<file path="config.mk">
export PLATFORM = sky130hd
export DESIGN_NAME = count_ud
export DESIGN_NICKNAME = d
export VERILOG_FILES = /design/src/rtl/count_ud.sv
export SDC_FILE = /design/constraint.sdc
export NUM_CORES = 1
export LEC_CHECK = 0
export CAP_MARGIN = 20
export CORE_MARGIN = 5
export CORE_UTILIZATION = 25
export CTS_BUF_LIST = sky130_fd_sc_hd__clkbuf_8
export CTS_CLUSTER_DIAMETER = 80
export DETAILED_ROUTE_END_ITERATION = 10
export GPL_TIMING_DRIVEN = 1
export PLACE_DENSITY = 0.59
export SLEW_MARGIN = 20
export SYNTH_ARGS = -nofsm -noshare
export SYNTH_HDL_FRONTEND = slang
export SYNTH_SLANG_ARGS = --single-unit
</file>
<file path="constraint.sdc">
create_clock -name clk -period 1.6 [get_ports clk]
set_input_delay 0.16 -clock clk [delete_from_list [all_inputs] [get_ports clk]]
set_output_delay 0.16 -clock clk [all_outputs]
set_load 0.03 [all_outputs]
</file>
<file path="src/rtl/count_ud.sv">
// count_ud: parametrised up/down counter with load, terminal-count, zero and
// sticky overflow flags. Used for factorial datapath iteration counts and
// general loop control.
//
// Parameters:
//   WIDTH  counter width in bits (2..32)
//   MAX    highest legal count value, 1 <= MAX <= 2**WIDTH-1
//   STEP   amount added/subtracted per enabled cycle, 1 <= STEP <= MAX
//
// Ports:
//   clk       in   clock, rising edge
//   rst       in   asynchronous active-high reset
//   ld_count  in   load D (clamped to MAX); beats EN, clears ovf
//   EN        in   count enable
//   up        in   direction, 1 = up, 0 = down
//   D         in   load value
//   Q         out  registered count, always in 0..MAX
//   zero      out  Q == 0 (combinational)
//   tc        out  next enabled step in direction 'up' would cross the range
//   ovf       out  sticky boundary-crossing flag, cleared by load or reset
//
// Build option: define COUNT_UD_SATURATE_EN to saturate at the range limits
// instead of wrapping around.

module count_ud #(
    parameter int unsigned     WIDTH = 4,
    parameter longint unsigned MAX   = (64'd1 << WIDTH) - 64'd1,
    parameter longint unsigned STEP  = 1
) (
    input  logic             clk,
    input  logic             rst,
    input  logic             ld_count,
    input  logic             EN,
    input  logic             up,
    input  logic [WIDTH-1:0] D,
    output logic [WIDTH-1:0] Q,
    output logic             zero,
    output logic             tc,
    output logic             ovf
);

    // One extra bit so MAX+1 and Q+STEP never truncate.
    localparam logic [WIDTH:0] MAX_W  = MAX[WIDTH:0];
    localparam logic [WIDTH:0] STEP_W = STEP[WIDTH:0];
    localparam logic [WIDTH:0] MOD_W  = MAX_W + 1'b1;
    localparam logic [WIDTH:0] UP_LIM = MAX_W - STEP_W;

    logic [WIDTH-1:0] q_q, q_d;
    logic             ovf_q, ovf_d;
    logic [WIDTH:0]   q_ext, d_ext;
    logic             tc_up, tc_dn;

    assign q_ext = {1'b0, q_q};
    assign d_ext = {1'b0, D};
    assign tc_up = (q_ext > UP_LIM);
    assign tc_dn = (q_ext < STEP_W);

    always_comb begin
        q_d   = q_q;
        ovf_d = ovf_q;
        if (ld_count) begin
            q_d   = (d_ext > MAX_W) ? MAX_W[WIDTH-1:0] : D;
            ovf_d = 1'b0;
        end else if (EN) begin
            if (up) begin
                if (tc_up) begin
                    ovf_d = 1'b1;
`ifdef COUNT_UD_SATURATE_EN
                    q_d = MAX_W[WIDTH-1:0];
`else
                    q_d = WIDTH'(q_ext + STEP_W - MOD_W);
`endif
                end else begin
                    q_d = WIDTH'(q_ext + STEP_W);
                end
            end else begin
                if (tc_dn) begin
                    ovf_d = 1'b1;
`ifdef COUNT_UD_SATURATE_EN
                    q_d = '0;
`else
                    q_d = WIDTH'(q_ext + MOD_W - STEP_W);
`endif
                end else begin
                    q_d = WIDTH'(q_ext - STEP_W);
                end
            end
        end
    end

    always_ff @(posedge clk or posedge rst) begin
        if (rst) begin
            q_q   <= '0;
            ovf_q <= 1'b0;
        end else begin
            q_q   <= q_d;
            ovf_q <= ovf_d;
        end
    end

    assign Q    = q_q;
    assign ovf  = ovf_q;
    assign zero = (q_q == '0);
    assign tc   = up ? tc_up : tc_dn;

endmodule

</file>
* Word-level counts from Yosys, hierarchy flattened
Index checks and enable logic that the tools add are counted.
** Word-level totals
- Register bits after elaboration :: 5
- Input port bits :: 9
- Output and inout port bits :: 7
- Word-level logic and storage cells :: 27
** Operators by class
- $add $sub $neg :: 5
- Order comparisons :: 3
- Equality and inequality tests :: 1
- Multiplexer cells :: 12
- Reductions and logical operators :: 4
** Operator list (count)
- two-way mux 4 bit :: 6
- subtractor 4 x 1 -> 4 bit (second input constant) :: 3
- adder 4 x 1 -> 4 bit (second input constant) :: 2
- > comparator 4 bit (second input constant) :: 2
- two-way mux 1 bit :: 6
- zero test 4 bit :: 1
- less-than comparator 4 x 1 -> 1 bit (second input constant) :: 1
- != test 3 x 2 -> 1 bit (second input constant) :: 1
- AND reduction 3 bit :: 1
- nonzero test 3 bit :: 1
- nonzero test 2 bit :: 1

* Depth between registers and ports, before layout
- Word-level depth :: 6
- Mapped depth :: 5
- Depth with buffers taken out :: 5

* Worst setup path before layout
Ideal clock, no wire load.
- Kind :: flip-flop to flip-flop
- Start point :: register q_q[0] (netlist: Q[0])
- End point :: register ovf_q (netlist: ovf)
- Setup time :: 70 ps
- Arrival time :: 1998 ps
- Required time :: 1530 ps
- Path slack :: -468 ps
- Stages on the path, launching flop included :: 6
- Buffers on the path :: 0
- Period minus slack after synthesis :: 2068 ps
- Cells stage by stage :: dfrtp_1 > inv_1 > ha_1 > nand4b_1 > o21ai_0 > a22o_1
** On the way
- Cells in the longest elaborated chain, start to end :: 3
- Elaborated cells between the ends (all ways) :: 5
- Those cells by class :: order compare (2); eq/ne (1); reduce/logical (2)
** Ends and longest elaborated chain
- from (decl) :: line 48 : logic [WIDTH-1:0] q_q, q_d;
- from (signal assigned) :: line 96 : q_q <= q_d;
- > comparator 4 bit / less-than comparator 4 x 1 -> 1 bit (equally long branches) :: line 55, 56
- != test 3 x 2 -> 1 bit (no line) / nonzero test 3 bit (equally long branches)
- AND reduction 3 bit (no line) (*)
- to (signal assigned) :: line 97 : ovf_q <= ovf_d;
- to (decl) :: line 49 : logic ovf_q, ovf_d;
Every way passes the cells marked *; elsewhere a longest branch is shown, timed or not.
A chain may end at the register's enable or synchronous reset.

* Worst setup path in the final report
- Start point :: register q_q[1] (netlist: Q[1])
- End point :: output port tc
** On the way
- Cells in the longest elaborated chain, start to end :: 2
- Elaborated cells between the ends (all ways) :: 3
- Those cells by class :: order compare (2); mux (1)
** Ends and longest elaborated chain
- less-than comparator 4 x 1 -> 1 bit / > comparator 4 bit (equally long branches) :: line 56, 55
- two-way mux 1 bit (*) :: line 104 : assign tc = up ? tc_up : tc_dn;
- to (decl) :: line 38 : output logic tc,
Marks and branches as above.

==> flow_metrics.py <==
metrics = {
    "timing": {
        "max_freq_mhz": 583,
        "fin_tns_setup_ps": -189,
        "finalSetupViolations": 2,
        "fin_ws_ps": -116,
        "fin_crit_sh": 1.07,
        "holdWs_ps": 137,
        "final_max_slew_viol_count": 0,
        "clock_skew_ps": 5.17,
        "rsz0062_at_grt": "true",
        "period_minus_slack_ps": 1720,
        "final-hold-violation-count": 0,
        "worstMarginPinSlew_ps": 431,
        "relSlewSlack": 0.712,
    },
    "worst_setup_path": {
        "crit_type": "reg2out",
        "r2r_start": "Q[0]",
        "regToRegSetupSlack_ps": -70,
        "crit_required_ps": 1440,
        "startpoint_type": "flip-flop",
        "endpoint_kind": "output pin",
        "r2r_cells": 5,
        "cp_max_fo": 3,
        "arrival_ps": 1560,
        "r2r_end": "Q[3]",
    },
    "clocking": {
        "clkTransAtPathRegs_ps": 40,
        "cts_hold_buf": 0,
        "clkSinkCount": 5,
        "clk-insertion-delay-late_ps": 220,
        "cts_tree": "yes",
        "clockBufferDepth": 2,
        "root_buffer": "clkbuf_8",
        "ctsHtreeMaxLevel": 1,
        "numCtsBuffers": 3,
    },
    "floorplanning": {
        "start_util": 0.259,
        "dieWidth_um": 49.0,
        "dieArea_um2": 2400,
        "pin_count": 16,
        "die_h_um": 49.0,
        "rows": 14,
        "coreArea_um2": 1470,
    },
    "run_status": {
        "status": "finished with violations",
        "violations": "setup timing",
    },
    "route": {
        "drt_iter0_markers": 14,
        "wl_per_cell_um": 13.7,
        "final_antenna_net_count": 0,
        "drtPass1Iterations": 4,
        "via_per_inst": 4.90,
        "totalWireLength_um": 1190,
        "drt_drc_violations_left": 0,
        "vias": 426,
    },
    "final_layout": {
        "final_util": 0.488,
        "n_antenna_cell": 0,
        "stdcell_area_um2": 718,
        "fillCellCount": 140,
        "final_net_count": 84,
        "layout-drive-gt1-share": 0.408,
        "syn2layout_area_growth_pct": 88.8,
        "layoutNonFillerInstCount": 87,
    },
    "placed_design": {
        "hpwlAfterDp_um": 784,
        "gp_congestion": 0.747,
        "port_buffers": 15,
        "placedCellCount": 78,
        "pre_cts_ws_ps": -64.4,
        "dpl_cell_area_um2": 614,
    },
    "yosys": {
        "syn_area_um2": 380,
        "ys_warn_count": 0,
        "synth_area_per_cell_um2": 9.06,
        "ys_ff_latch": 5,
        "synth_area_leaders": "dfrtp_1, ha_1, inv_1, nand4b_1, xnor2_1",
        "synth_top_area_share": 0.329,
        "synth_area_leader_cell": "dfrtp_1",
        "synthesis.nets": 54,
        "syn_inst": 42,
        "yosysUniqueCellTypes": 21,
        "yosysSeqAreaShare": 0.329,
    },
    "grt": {
        "gr-total-overflow": 0,
        "grt_max_degree": 14,
        "antenna_found_initial": 0,
        "grt_util_all_layers": 0.105,
        "grt_pass1_wl_um": 1870,
        "grt_pass1_vias": 398,
    },
    "power": {
        "worst_ir_drop_vdd_mv": 0.653,
        "p_total_uw": 683,
        "leakagePower_nw": 0.336,
        "power_density_nw_per_um2": 951,
    },
    "worst_hold_path": {
        "hp-class": "in2async",
    },
    "job": {
        "max-cap-violations": 0,
    },
}
state kept, by name, indices dropped and copies added, names as in the netlist:
name,count
Q,4
ovf,1
cells by family after synthesis:
logic type               count (synthesis)  synth area share
AND/OR/NAND/NOR                         15             0.253
flip-flops                               5             0.329
multiplexers                             2            0.0559
adder cells (fa/ha/maj)                  3            0.0987
AO/OA/AOI/OAI                            7             0.138
buffers and inverters                    8            0.0790
XOR/XNOR                                 2            0.0461
area by class of cell:
class | instances | area (um2) | share of cell area
Multi-Input combinational cell | 29 | 262 | 0.364
Timing Repair Buffer | 27 | 240 | 0.334
Sequential cell | 5 | 129 | 0.179
Clock buffer | 3 | 41.3 | 0.0575
Inverter | 6 | 22.5 | 0.0314
Tap cell | 16 | 20.0 | 0.0279
Clock inverter | 1 | 3.75 | 0.00523
how the worst max path moves through the flow:
stage,from,endpoint,depth (start not counted)
floorplan,Q[1],Q[3],3
global placement,up,Q[3],4
detailed placement,up,Q[3],4
CTS,Q[0],tc,5
global route,Q[0],tc,5
finish,Q[1],tc,5
report_power, final:
group	internal, mW	switching [mW]	leakage (nW)
Clock	0.165	0.0662	0.0269
Combinational	0.152	0.138	0.251
Sequential	0.145	0.0171	0.0584
Total	0.462	0.221	0.336
cell usage after synthesis (all sizes together):
cell / n
inv: 6
dfrtp: 5
ha: 3
nand2: 3
o21ai: 3
clkbuf: 2
nand3: 2
nand4b: 2
nor2: 2
nor3b: 2
xnor2: 2
a2111oi: 1
a211o: 1
a21oi: 1
a22o: 1
mux2: 1
mux2i: 1
nand3b: 1
nand4: 1
or4: 1
or4b: 1
layer usage:
layer / track usage / share of wire
met5: 0 / 0
met4: 0.0135 / 0
met3: 0.0703 / 0.096
met2: 0.176 / 0.55
met1: 0.111 / 0.35
cell usage in the layout (no fill, tap or decap), drive strengths merged, types with 2 or more instances in the layout:
cell type      netlist  routed
o21ai                3       3
clkdlybuf4s50        0      11
nor2                 2       2
xnor2                2       2
nor3b                2       2
ha                   3       3
nand2                3       3
dfrtp                5       5
buf                  0      14
nand3                2       2
inv                  6       7
clkbuf               2       3
nand4b               2       2
critical path: stages, from the launching register on:
cell	delay, ps
dfrtp_2	410
inv_2	80
ha_4	140
or4b_4	480
o21ai_4	80
buf_6	140
repair_timing:
| item | CTS | global route |
|---|---|---|
| endpoints found under the setup margin | 1 | 4 |
| pin swaps | 0 | 1 |
| cloned | 0 | 0 |
| setup buffers | 3 | 2 |
| resized for setup | 5 | 2 |
No activity file was read; power rests on OpenSTA's default activity.
